**config.mk**
```make
export PLATFORM = sky130hd
export DESIGN_NAME = spi_master_mc
export DESIGN_NICKNAME = d
export VERILOG_FILES = /design/src/rtl/spi_pkg.sv /design/src/rtl/spi_master_mc_clk_gen.sv /design/src/rtl/spi_master_mc.sv
export SDC_FILE = /design/constraint.sdc
export NUM_CORES = 1
export LEC_CHECK = 0
export CORE_ASPECT_RATIO = 0.7
export CORE_UTILIZATION = 55
export CTS_CLUSTER_DIAMETER = 80
export DETAILED_ROUTE_END_ITERATION = 12
export PLACE_DENSITY_LB_ADDON = 0.08
export SKIP_LAST_GASP = 1
export SLEW_MARGIN = 20
export SYNTH_ARGS = -nofsm -noshare
export SYNTH_HDL_FRONTEND = slang
export SYNTH_SLANG_ARGS = --single-unit
```
**constraint.sdc**
```tcl
create_clock -name clk -period 4.46 [get_ports clk]
set_clock_uncertainty 0.05 [all_clocks]
set_input_delay 1.115 -clock clk [delete_from_list [all_inputs] [get_ports clk]]
set_output_delay 1.115 -clock clk [all_outputs]
set_load 0.03 [all_outputs]
```
**src/rtl/spi_pkg.sv**
```systemverilog
// spi_pkg: shared types and helpers for the spi_master_mc SPI master.
package spi_pkg;

    // Transaction phases of the master FSM
    typedef enum logic [1:0] {
        IDLE  = 2'd0,
        SETUP = 2'd1,
        SHIFT = 2'd2,
        HOLD  = 2'd3
    } spi_state_t;

    // Clock mode latched at accept
    typedef struct packed {
        logic cpol;
        logic cpha;
    } spi_mode_t;

    // Requested bit count limited to what the shift registers can hold
    function automatic int unsigned clamp_len(input int unsigned n, input int unsigned max_len);
        return (n > max_len) ? max_len : n;
    endfunction

endpackage

```
**src/rtl/spi_master_mc_clk_gen.sv**
```systemverilog
// spi_clk_gen: CLK_DIVIDE-cycle divider that paces SCLK edges and owns the SCLK flop.
// The divider runs while en is high; tick marks the last cycle of each half-period.
// SCLK toggles on a tick only while sclk_en is high, reporting the edge as lead/trail.
module spi_clk_gen #(
    parameter int unsigned CLK_DIVIDE = 100
) (
    input  logic clk,
    input  logic sreset,
    input  logic en,
    input  logic sclk_en,
    input  logic load,
    input  logic load_level,
    output logic tick,
    output logic lead_stb,
    output logic trail_stb,
    output logic sclk
);
    import spi_pkg::*;

    localparam int unsigned CNT_W = (CLK_DIVIDE > 1) ? $clog2(CLK_DIVIDE) : 1;
    localparam logic [CNT_W-1:0] CNT_MAX = CNT_W'(CLK_DIVIDE - 1);

    logic [CNT_W-1:0] cnt_q, cnt_d;
    logic             phase_q, phase_d;  // 1 after a leading edge, 0 after a trailing edge
    logic             sclk_q, sclk_d;

    // Divider count, edge strobes and next SCLK level
    always_comb begin
        tick      = en && (cnt_q == CNT_MAX);
        lead_stb  = tick && sclk_en && !phase_q;
        trail_stb = tick && sclk_en && phase_q;
        cnt_d     = (!en || tick) ? '0 : cnt_q + 1'b1;
        phase_d   = phase_q;
        sclk_d    = sclk_q;
        if (load) begin
            phase_d = 1'b0;
            sclk_d  = load_level;
        end else if (lead_stb || trail_stb) begin
            phase_d = ~phase_q;
            sclk_d  = ~sclk_q;
        end
    end

    // Divider and SCLK state
    always_ff @(posedge clk) begin
        if (sreset) begin
            cnt_q   <= '0;
            phase_q <= 1'b0;
            sclk_q  <= 1'b0;
        end else begin
            cnt_q   <= cnt_d;
            phase_q <= phase_d;
            sclk_q  <= sclk_d;
        end
    end

    assign sclk = sclk_q;

endmodule

```
**src/rtl/spi_master_mc.sv**
```systemverilog
// spi_master_mc: multi-chip-select SPI master, all four CPOL/CPHA modes, 1..SPI_MAXLEN bits.
// Optional feature macro SPI_MASTER_LOOPBACK_EN adds a loopback input that makes the
// sampler read the internal MOSI instead of the MISO pin.
module spi_master_mc #(
    parameter int unsigned CLK_DIVIDE = 100,
    parameter int unsigned SPI_MAXLEN = 16,
    parameter int unsigned NUM_SS     = 4,
    localparam int unsigned LEN_W     = $clog2(SPI_MAXLEN) + 1,
    localparam int unsigned SS_W      = (NUM_SS > 1) ? $clog2(NUM_SS) : 1
) (
    input  logic                  clk,
    input  logic                  sreset,
    input  logic                  start_cmd,
    output logic                  spi_drv_rdy,
    input  logic [LEN_W-1:0]      n_clks,
    input  logic                  cpol,
    input  logic                  cpha,
    input  logic [SS_W-1:0]       ss_sel,
    input  logic [SPI_MAXLEN-1:0] tx_data,
    output logic [SPI_MAXLEN-1:0] rx_miso,
    output logic                  rx_valid,
`ifdef SPI_MASTER_LOOPBACK_EN
    input  logic                  loopback,
`endif
    output logic                  SCLK,
    output logic                  MOSI,
    input  logic                  MISO,
    output logic [NUM_SS-1:0]     SS_N
);
    import spi_pkg::*;

    if (CLK_DIVIDE < 1) begin : g_bad_divide
        $error("CLK_DIVIDE must be at least 1");
    end
    if (NUM_SS < 1) begin : g_bad_num_ss
        $error("NUM_SS must be at least 1");
    end

    spi_state_t            state_q, state_d;
    logic [LEN_W-1:0]      len_q, len_d;
    spi_mode_t             mode_q, mode_d;
    logic [SS_W-1:0]       ss_q, ss_d;
    logic [LEN_W-1:0]      bit_cnt_q, bit_cnt_d;
    logic [SPI_MAXLEN-1:0] tx_sr_q, tx_sr_d;
    logic [SPI_MAXLEN-1:0] rx_sr_q, rx_sr_d;
    logic                  mosi_q, mosi_d;
    logic [SPI_MAXLEN-1:0] rx_miso_q, rx_miso_d;
    logic                  rx_valid_q, rx_valid_d;

    logic                  accept;
    logic [LEN_W-1:0]      n_eff;
    logic [SPI_MAXLEN-1:0] tx_align;
    logic                  last_bit;
    logic                  sample_stb;
    logic                  shift_stb;
    logic                  sample_bit;
    logic                  tick;
    logic                  lead_stb;
    logic                  trail_stb;

    // Request qualification; a zero-length request is dropped while staying ready
    always_comb begin
        n_eff    = LEN_W'(clamp_len(32'(n_clks), SPI_MAXLEN));
        accept   = (state_q == IDLE) && start_cmd && (n_clks != '0);
        // MSB of the n-bit word moved to the top so it always leaves first
        tx_align = tx_data << (LEN_W'(SPI_MAXLEN) - n_eff);
        last_bit = (bit_cnt_q == len_q - 1'b1);
    end

`ifdef SPI_MASTER_LOOPBACK_EN
    logic lb_q, lb_d;

    // Loopback selection, latched at accept like the other transaction settings
    always_comb begin
        lb_d       = accept ? loopback : lb_q;
        sample_bit = lb_q ? mosi_q : MISO;
    end

    // Loopback flag register
    always_ff @(posedge clk) begin
        if (sreset) lb_q <= 1'b0;
        else        lb_q <= lb_d;
    end
`else
    assign sample_bit = MISO;
`endif

    spi_clk_gen #(
        .CLK_DIVIDE(CLK_DIVIDE)
    ) u_clk_gen (
        .clk       (clk),
        .sreset    (sreset),
        .en        (state_q != IDLE),
        .sclk_en   ((state_q == SETUP) || (state_q == SHIFT)),
        .load      (accept),
        .load_level(cpol),
        .tick      (tick),
        .lead_stb  (lead_stb),
        .trail_stb (trail_stb),
        .sclk      (SCLK)
    );

    // FSM state register
    always_ff @(posedge clk) begin
        if (sreset) state_q <= IDLE;
        else        state_q <= state_d;
    end

    // FSM next state; the SETUP tick is also leading edge 0
    always_comb begin
        state_d = state_q;
        unique case (state_q)
            IDLE:    if (accept) state_d = SETUP;
            SETUP:   if (tick) state_d = SHIFT;
            SHIFT:   if (trail_stb && last_bit) state_d = HOLD;
            HOLD:    if (tick) state_d = IDLE;
            default: state_d = IDLE;
        endcase
    end

    // FSM outputs
    always_comb begin
        spi_drv_rdy = (state_q == IDLE);
        SS_N        = '1;
        for (int unsigned i = 0; i < NUM_SS; i++) begin
            if ((state_q != IDLE) && (32'(ss_q) == i)) SS_N[i] = 1'b0;
        end
        MOSI     = mosi_q;
        rx_miso  = rx_miso_q;
        rx_valid = rx_valid_q;
    end

    // Datapath next state: latch at accept, shift on the mode's edges, publish in HOLD
    always_comb begin
        sample_stb = mode_q.cpha ? trail_stb : lead_stb;
        // With CPHA=0 the first bit is already on MOSI, so the final trailing edge is idle
        shift_stb  = mode_q.cpha ? lead_stb : (trail_stb && !last_bit);
        len_d      = len_q;
        mode_d     = mode_q;
        ss_d       = ss_q;
        bit_cnt_d  = bit_cnt_q;
        tx_sr_d    = tx_sr_q;
        rx_sr_d    = rx_sr_q;
        mosi_d     = mosi_q;
        rx_miso_d  = rx_miso_q;
        rx_valid_d = 1'b0;
        if (accept) begin
            len_d     = n_eff;
            mode_d    = '{cpol: cpol, cpha: cpha};
            ss_d      = ss_sel;
            bit_cnt_d = '0;
            rx_sr_d   = '0;
            if (!cpha) begin
                mosi_d  = tx_align[SPI_MAXLEN-1];
                tx_sr_d = tx_align << 1;
            end else begin
                tx_sr_d = tx_align;
            end
        end else begin
            if (sample_stb) rx_sr_d = (rx_sr_q << 1) | SPI_MAXLEN'(sample_bit);
            if (shift_stb) begin
                mosi_d  = tx_sr_q[SPI_MAXLEN-1];
                tx_sr_d = tx_sr_q << 1;
            end
            if (trail_stb) bit_cnt_d = bit_cnt_q + 1'b1;
            if ((state_q == HOLD) && tick) begin
                rx_miso_d  = rx_sr_q;
                rx_valid_d = 1'b1;
            end
        end
    end

    // Datapath registers
    always_ff @(posedge clk) begin
        if (sreset) begin
            len_q      <= '0;
            mode_q     <= '0;
            ss_q       <= '0;
            bit_cnt_q  <= '0;
            tx_sr_q    <= '0;
            rx_sr_q    <= '0;
            mosi_q     <= 1'b0;
            rx_miso_q  <= '0;
            rx_valid_q <= 1'b0;
        end else begin
            len_q      <= len_d;
            mode_q     <= mode_d;
            ss_q       <= ss_d;
            bit_cnt_q  <= bit_cnt_d;
            tx_sr_q    <= tx_sr_d;
            rx_sr_q    <= rx_sr_d;
            mosi_q     <= mosi_d;
            rx_miso_q  <= rx_miso_d;
            rx_valid_q <= rx_valid_d;
        end
    end

endmodule

```
==> run summary, run 1 <==
status = completed
Starting Density = 0.588
Netlist Area Pre-Place = 4120 um^2
Top Ports = 53
Tcrit/Tclk final = 0.889
DRT antenna net count = 0
worst min path class = register to register
layout cell share with drive strength beyond 1 = 0.0843
Post-synth EDFFs = 0
CTS sink cnt = 74
Root Driver = clkbuf_8
diode count = 0
syn nets = 495
largest net degree at the start of global routing = 41
DR pass1 iterations = 5
DRC violations left = 0
later-pin clock latency in the skew report = 0.35 ns
Max Cap Violations = 0
Netlist cell types = 55
vias per cell = 5.93
CP bufs+invs = 3
GPL Wtd Cong = 0.938
crit path max fanout = 13
Critical Path, Cell by Cell = clkdlybuf4s50_1 > nor2b_2 > inv_1 > ha_1 > buf_4 > mux2i_1 > mux4_2 > nor2_1 > nor4_1 > o32ai_1
CTS clk-pin slew, worst paths = 0.09 ns
dpl cell area = 4720 um^2
CP Launch Type = primary input
PD cells = 357 nW/um^2
fmax = 252 MHz
Die W = 105 um
area leader, netlist = dfxtp_1
post_cts resized = 0
first-pass GRT wire length = 15900 um
Final TNS setup = 0 ns
Worst Path Required = 4.67 ns
# fillers = 542
final hold vios = 0
delay-heaviest family, CP = buffers and inverters
via count = 3584
Syn Inst Count = 458
WS Path Type = primary input to register
relative max-transition margin = 0.299
slew at the pin with the worst max-slew slack = 1.05 ns
Leak = 0.00210 uW
max incr delay on CP = 0.69 ns
gr usage total = 0.263
maximum VDD drop = 164 uV
CTS H-tree lvls = 3
IO buf count = 52
endpoints failing setup = 0
DIE HEIGHT = 74.4 um
vias in the first global route = 3207
RSZ-0062 raised after global routing = no
crit path capture type = register
most used flip-flop cell after synthesis = dfxtp_1
Final Max Tran Viols = 0
yosys warns = 0
cts bufs inserted = 9
Post-synth ARST share = 0
die area = 7840 um^2
fin crit period = 3.97 ns
hpwl dp = 7310 um
Detailed Route Iter0 Violations = 312
area share of the largest cell type after synthesis = 0.360
Worst path slowest cell = ha_1
Remaining Overflow, GRT = 0
Layout Utilization = 0.699
Commonest cells post-synth = dfxtp_1, nor2_1, mux2i_1
#FFs+latches synth = 74
final net count = 542
most common cell in the netlist = dfxtp_1
Final Instance Area = 4900 um^2
routed wire length = 9880 um
Synth area leaders = dfxtp_1, mux2i_1, nor2_1
area of the core = 7010 um^2
register area share after synthesis = 0.360
area of the multi-input gates = 2490 um^2
antenna violations before repair = 0
post-cts hold buffer count = 0
standard-cell rows = 25
CTS max path bufs = 2
register area = 1480 um^2
Syn Area/Cell = 8.99 um^2
CTS tree = yes
Avg WL per Cell = 16.4 um
WP data arrival = 4.17 ns
P&R area growth vs syn = 19.0%
Setup Fix Bufs, Post-CTS = 0
## layout make-up
class,instances,share of cell area
multi-input cells,347,0.508
well taps,94,0.0240
inverters,13,0.00996
clock inverters,7,0.0123
clock buffers,9,0.0253
repair buffers,60,0.118
flip-flops and latches,74,0.302
## layer usage
layer  wire (um)  vias up  part of all wire  GRT usage
met5           0        -                 0          0
met4         187        0             0.019     0.0845
met3         694       18             0.070     0.0587
met2        4110      146              0.42      0.387
met1        4890     1691              0.49      0.384
li1            -     1729                 -          -
## through the flow
step	hold WS, ns	worst slack [ns]	instances	power (uW)
2_1_floorplan	0.380	0.718	458	1110
3_3_place_gp	0.392	0.342	588	1260
3_5_place_dp	0.401	0.190	588	1270
4_1_cts	0.423	0.560	604	1750
5_1_grt	0.461	0.321	604	1840
6_report	0.416	0.495	604	1750
## final timing paths
kind,start,endpoint,slack (ns),depth (start not counted)
setup reg to reg,len_q[0]$_SDFFE_PP0P_,tx_sr_q[12]$_SDFFE_PP0P_,1.47,8
hold / removal,u_clk_gen.cnt_q[0]$_SDFF_PP0_,u_clk_gen.cnt_q[0]$_SDFF_PP0_,0.42,1
hold reg to reg,u_clk_gen.cnt_q[0]$_SDFF_PP0_,u_clk_gen.cnt_q[0]$_SDFF_PP0_,0.42,1
setup / recovery,n_clks[4],MOSI$_SDFFE_PP0P_,0.49,10
## cells in the final DEF (no fill, tap or decap), types with 6 or more instances in the layout
| cell | n |
|---|---|
| inv_1 | 13 |
| mux2i_1 | 62 |
| nor2_1 | 69 |
| nor2b_1 | 6 |
| clkdlybuf4s50_1 | 52 |
| nand2_1 | 36 |
| and2_1 | 13 |
| clkbuf_8 | 9 |
| buf_4 | 8 |
| o21ai_0 | 6 |
| and3_1 | 6 |
| o22ai_1 | 6 |
| nand3_1 | 13 |
| a21oi_1 | 21 |
| ha_1 | 8 |
| o211ai_1 | 7 |
| xnor2_1 | 9 |
| mux4_2 | 11 |
| nor3_1 | 10 |
| dfxtp_1 | 74 |
| xor2_1 | 8 |
## where the power goes
group          internal, uW  switching [uW]  leakage [uW]
clock                   210             276     0.0000844
combinational           217             312       0.00141
sequential              703            31.5      0.000599
## sequential cells by signal (all words and copies together), names as in the netlist, 2 cells and up
signal,cells
bit_cnt_q,5
len_q,5
rx_miso,16
rx_sr_q,16
ss_q,2
state_q,2
tx_sr_q,16
u_clk_gen.cnt_q,7
## kinds of logic (layout without fill, tap and decap cells)
logic type | count (synthesis) | in the layout | share of synthesized area
AND/OR/NAND/NOR | 176 | 176 | 0.204
multiplexers | 74 | 74 | 0.214
flip-flops | 74 | 74 | 0.360
AO/OA/AOI/OAI | 70 | 70 | 0.117
buffers and inverters | 37 | 89 | 0.0371
XOR/XNOR | 19 | 19 | 0.0441
adder cells (fa/ha/maj) | 8 | 8 | 0.0243
(Power assumes the default switching activity.)
==> run 2: changes to the inputs <==
--- a/config.mk
+++ b/config.mk
@@ -5,8 +5,10 @@
 export SDC_FILE = /design/constraint.sdc
 export NUM_CORES = 1
 export LEC_CHECK = 0
+export CELL_PAD_IN_SITES_DETAIL_PLACEMENT = 1
+export CELL_PAD_IN_SITES_GLOBAL_PLACEMENT = 2
 export CORE_ASPECT_RATIO = 0.7
-export CORE_UTILIZATION = 55
+export CORE_UTILIZATION = 34
 export CTS_CLUSTER_DIAMETER = 80
 export DETAILED_ROUTE_END_ITERATION = 12
 export PLACE_DENSITY_LB_ADDON = 0.08
==> run summary, run 2 (synthesis results as in run 1) <==
CTS H-tree lvls = 3 (unchanged)
clock power share = 0.340 (+0.062)
register area = 1480 um^2 (unchanged)
CP Launch Type = primary input
IO buf count = 52 (unchanged)
slew at the pin with the worst max-slew slack = 1.05 ns (+0.00207 ns)
final hold vios = 0 (unchanged)
Critical Path, Cell by Cell = clkdlybuf4s50_1 > nor2b_2 > inv_1 > ha_1 > inv_1 > and3_1 > o21ai_0 > a21oi_1 > o31a_1 > a221o_1
worst min path class = register to register
Layout Utilization = 0.434 (-0.266)
worst r2r src = len_q[0]$_SDFFE_PP0P_
crit path capture type = register
Sw Pwr = 623 uW (+0.48%)
DR pass1 iterations = 4 (-1)
commonest non-fill, non-tap cell in the layout = dfxtp_1
HP Start = u_clk_gen.cnt_q[0]$_SDFF_PP0_
WS Path Type = primary input to register
layout cell share with drive strength beyond 1 = 0.0914 (+0.00713)
Root Driver = clkbuf_16
endpoints failing setup = 0 (unchanged)
antenna violations before repair = 0 (unchanged)
sequential share of power = 0.381 (-0.039)
Final TNS setup = 0 ns (unchanged)
delay-heaviest family, CP = compound AO/OA/AOI/OAI gates
most frequent cells in the layout = dfxtp_1, nor2_1, mux2i_1, clkdlybuf4s50_1, nand2_1
die area = 12600 um^2 (+60%)
CP bufs+invs = 3 (unchanged)
Worst Path Required = 4.63 ns (-0.04 ns)
relative max-transition margin = 0.297 (-0.00138)
post_cts resized = 0 (unchanged)
WP data arrival = 4.05 ns (-0.12 ns)
later-pin clock latency in the skew report = 0.33 ns (-0.02 ns)
max incr delay on CP = 0.67 ns (-0.02 ns)
cts bufs inserted = 9 (unchanged)
Final Max Tran Viols = 0 (unchanged)
metal2 WL = 4580 um (+11%)
Worst path slowest cell = ha_1
DRC violations left = 0 (unchanged)
# fillers = 1388 (+160%)
area of the multi-input gates = 2490 um^2 (unchanged)
most used cell along the critical path = inv_1
Avg WL per Cell = 16.8 um (+2.6%)
worst hold margin = 0.423 ns (+0.00668 ns)
DR top layer = met4
dpl cell area = 4830 um^2 (+2.5%)
power consumption = 1930 uW (+11%)
largest net degree at the start of global routing = 24 (-41%)
met3 wire len = 401 um (-42%)
CTS tree = yes
CTS clk-pin slew, worst paths = 0.06 ns (-0.03 ns)
first-pass GRT wire length = 18700 um (+17%)
vias per cell = 5.23 (-12%)
CTS sink cnt = 74 (unchanged)
Tcrit/Tclk final = 0.871 (-0.0185)
switching share of power = 0.322 (-0.0323)
Starting Density = 0.350 (-0.238)
Comb power frac = 0.279 (-0.023)
standard-cell rows = 33 (+32%)
final net count = 547 (+0.92%)
crit path max fanout = 14 (+1)
Die W = 134 um (+27%)
PD cells = 379 nW/um^2 (+6.2%)
post-cts hold buffer count = 0 (unchanged)
fin crit period = 3.88 ns (-0.0825 ns)
launch point of the worst path = n_clks[0]
vias in the first global route = 3582 (+12%)
CTS max path bufs = 2 (unchanged)
DRT antenna net count = 0 (unchanged)
hpwl dp = 8640 um (+18%)
routed wire length = 11300 um (+14%)
Final Instance Area = 5100 um^2 (+4.1%)
Remaining Overflow, GRT = 0 (unchanged)
area of the core = 11800 um^2 (+68%)
Detailed Route Iter0 Violations = 151 (-52%)
status = completed
Max Cap Violations = 0 (unchanged)
Int Pwr = 1310 uW (+16%)
maximum VDD drop = 227 uV (+39%)
Top Ports = 53 (unchanged)
fmax = 258 MHz (+2.1%)
diode count = 0 (unchanged)
gr usage total = 0.192 (-0.0711)
P&R area growth vs syn = 23.9%
via count = 3506 (-2.2%)
GPL Wtd Cong = 0.795 (-15%)
RSZ-0062 raised after global routing = no
DIE HEIGHT = 94.1 um (+26%)
Leak = 0.00217 uW (+3.5%)
Setup Fix Bufs, Post-CTS = 0 (unchanged)
M1 WL = 6160 um (+26%)
## run 2: changes by cell type in the layout (fill, tap and decap cells not counted)
cell and delta:
clkbuf_16 +9, clkbuf_8 -8, buf_4 +5, clkinv_2 +3, clkinvlp_4 -2, inv_6 -2
inv_8 -1
## run 2: stage by stage
step                      cells  setup WS, ns
after floorplan             458         0.718
after global placement      656         0.347
after detailed placement    656         0.222
after CTS                   671         0.582
after global routing        671         0.301
final                       671         0.577
## run 2: layout make-up
| cell class | instances | area share |
|---|---|---|
| multi-input cells | 347 | 0.487 |
| flip-flops and latches | 74 | 0.290 |
| repair buffers | 65 | 0.121 |
| clock buffers | 10 | 0.0468 |
| well taps | 157 | 0.0385 |
| inverters | 13 | 0.00956 |
| clock inverters | 5 | 0.00613 |
## run 2: path summary, 6_finish.rpt
kind,to,slack (ns),depth (start not counted)
worst max register to register,tx_sr_q[12]$_SDFFE_PP0P_,1.40,8
worst max-delay path,tx_sr_q[14]$_SDFFE_PP0P_,0.58,10
worst min register to register,u_clk_gen.cnt_q[0]$_SDFF_PP0_,0.42,1
worst min-delay path,u_clk_gen.cnt_q[0]$_SDFF_PP0_,0.42,1
## run 2: power by group through the flow
stage          registers, uW  logic (uW)  clock network, uW
6_report                 736         539                658
5_1_grt                  742         599                711
4_1_cts                  736         544                680
3_5_place_dp             751         542                  0
3_3_place_gp             748         536                  0
2_1_floorplan            749         357                  0
## run 2: layer usage
layer / global-route usage / vias to the layer above
met4: 0.0597 / 0
met2: 0.273 / 60
met3: 0.0431 / 9
met1: 0.284 / 1698
li1: - / 1739
met5: 0 / -
==> run 3: changes to the inputs <==
--- a/config.mk
+++ b/config.mk
@@ -5,9 +5,11 @@
 export SDC_FILE = /design/constraint.sdc
 export NUM_CORES = 1
 export LEC_CHECK = 0
+export CAP_MARGIN = 30
 export CELL_PAD_IN_SITES_DETAIL_PLACEMENT = 1
 export CELL_PAD_IN_SITES_GLOBAL_PLACEMENT = 2
 export CORE_ASPECT_RATIO = 0.7
+export CORE_MARGIN = 3
 export CORE_UTILIZATION = 34
 export CTS_CLUSTER_DIAMETER = 80
 export DETAILED_ROUTE_END_ITERATION = 12
==> run summary, run 3 (synthesis results as in run 1) <==
IO buf count = 52 (unchanged)
relative max-transition margin = 0.542 (+0.244)
Detailed Route Iter0 Violations = 147 (-2.6%)
DIE HEIGHT = 98.1 um (+4.3%)
Critical Path, Cell by Cell = clkdlybuf4s50_1 > nor2b_2 > inv_1 > ha_1 > xnor2_2 > buf_4 > mux4_2 > a22oi_1 > a21oi_1 > a221o_1
standard-cell rows = 32 (-3.0%)
hpwl dp = 9090 um (+5.2%)
maximum VDD drop = 209 uV (-8.3%)
later-pin clock latency in the skew report = 0.33 ns (about the same)
diode count = 0 (unchanged)
PD cells = 397 nW/um^2 (+4.6%)
CP bufs+invs = 3 (unchanged)
crit path max fanout = 10 (-4)
Top Ports = 53 (unchanged)
worst hold margin = 0.430 ns (+0.00700 ns)
register area = 1480 um^2 (unchanged)
fmax = 262 MHz (+1.9%)
Remaining Overflow, GRT = 0 (unchanged)
max incr delay on CP = 0.54 ns (-0.13 ns)
routed wire length = 12000 um (+6.2%)
WP data arrival = 3.98 ns (-0.07 ns)
WS Path Type = primary input to register
post-cts hold buffer count = 0 (unchanged)
Worst Path Required = 4.63 ns (about the same)
final net count = 548 (+0.18%)
cts bufs inserted = 9 (unchanged)
endpoints failing setup = 0 (unchanged)
RSZ-0062 raised after global routing = no
vias in the first global route = 3604 (+0.61%)
CTS max path bufs = 2 (unchanged)
commonest non-fill, non-tap cell in the layout = dfxtp_1
GPL Wtd Cong = 0.829 (+4.3%)
largest net degree at the start of global routing = 40 (+67%)
CP Launch Type = primary input
CTS H-tree lvls = 3 (unchanged)
Tcrit/Tclk final = 0.855 (-0.0159)
delay-heaviest family, CP = buffers and inverters
CTS sink cnt = 74 (unchanged)
Worst path slowest cell = clkdlybuf4s50_1
Final Max Tran Viols = 0 (unchanged)
post_cts resized = 0 (unchanged)
worst min path class = register to register
layout cell share with drive strength beyond 1 = 0.0950 (+0.00352)
antenna violations before repair = 0 (unchanged)
vias per cell = 5.33 (+2.0%)
area of the multi-input gates = 2490 um^2 (unchanged)
P&R area growth vs syn = 25.3%
first-pass GRT wire length = 19600 um (+4.9%)
Avg WL per Cell = 17.9 um (+6.5%)
DRC violations left = 0 (unchanged)
slew at the pin with the worst max-slew slack = 0.685 ns (-0.366 ns)
CTS clk-pin slew, worst paths = 0.06 ns (about the same)
DRT antenna net count = 0 (unchanged)
via count = 3564 (+1.7%)
final hold vios = 0 (unchanged)
die area = 13500 um^2 (+7.4%)
CTS tree = yes
area of the core = 11400 um^2 (-3.0%)
# fillers = 1326 (-4.5%)
status = completed
gr usage total = 0.184 (-0.00834)
Final TNS setup = 0 ns (unchanged)
Starting Density = 0.361 (+0.0109)
Root Driver = clkbuf_16
Max Cap Violations = 0 (unchanged)
DR pass1 iterations = 4 (unchanged)
Setup Fix Bufs, Post-CTS = 0 (unchanged)
most frequent cells in the layout = dfxtp_1, nor2_1, mux2i_1, clkdlybuf4s50_1, nand2_1
Leak = 0.00220 uW (+1.3%)
crit path capture type = register
fin crit period = 3.81 ns (-0.0709 ns)
Die W = 138 um (+3.0%)
[run 3: path summary, 6_finish.rpt]
kind                              start                       end  slack [ns]  cells after the start
setup reg to reg  len_q[0]$_SDFFE_PP0P_  tx_sr_q[12]$_SDFFE_PP0P_        1.39                      8
hold reg to reg   len_q[4]$_SDFFE_PP0P_     len_q[4]$_SDFFE_PP0P_        0.43                      2
hold / removal    len_q[4]$_SDFFE_PP0P_     len_q[4]$_SDFFE_PP0P_        0.43                      2
setup / recovery              n_clks[0]  tx_sr_q[13]$_SDFFE_PP0P_        0.65                     10
[run 3: worst reg2reg max path, delay by kind of cell (launching register included)]
family	cells	cell delay, ns
multiplexers	1	0.42
AND/OR/NAND/NOR	1	0.14
AO/OA/AOI/OAI	4	1.66
buffers and inverters	1	0.06
adder cells (fa/ha/maj)	1	0.23
flip-flops	1	0.40
[run 3: area by class of cell]
type	instances	share of cell area
Inverter	13	0.00945
Clock buffer	10	0.0463
Sequential cell	74	0.287
Timing Repair Buffer	66	0.124
Tap cell	153	0.0371
Clock inverter	6	0.0141
Multi-Input combinational cell	347	0.482
[run 3: per-stage QoR]
| step | util | power, uW | setup slack [ns] | instance area (um^2) | instances |
|---|---|---|---|---|---|
| 3_3_place_gp | 0.422 | 1290 | 0.411 | 4820 | 651 |
| 4_1_cts | 0.451 | 2070 | 0.697 | 5150 | 668 |
| 5_1_grt | 0.452 | 2160 | 0.464 | 5160 | 669 |
| 2_1_floorplan | - | 1110 | 0.718 | 4120 | 458 |
| 3_5_place_dp | 0.424 | 1300 | 0.363 | 4830 | 652 |
| 6_report | 0.452 | 2050 | 0.648 | 5160 | 669 |
[run 3: per-layer routing]
metal / part of all wire / GRT usage
met5: 0 / 0
met4: 0.0076 / 0.0345
met3: 0.040 / 0.0458
met2: 0.41 / 0.254
met1: 0.54 / 0.287
[run 3: power by group]
part | internal [uW] | switching (uW)
clock | 456 | 303
combinational | 219 | 332
sequential | 704 | 33.5
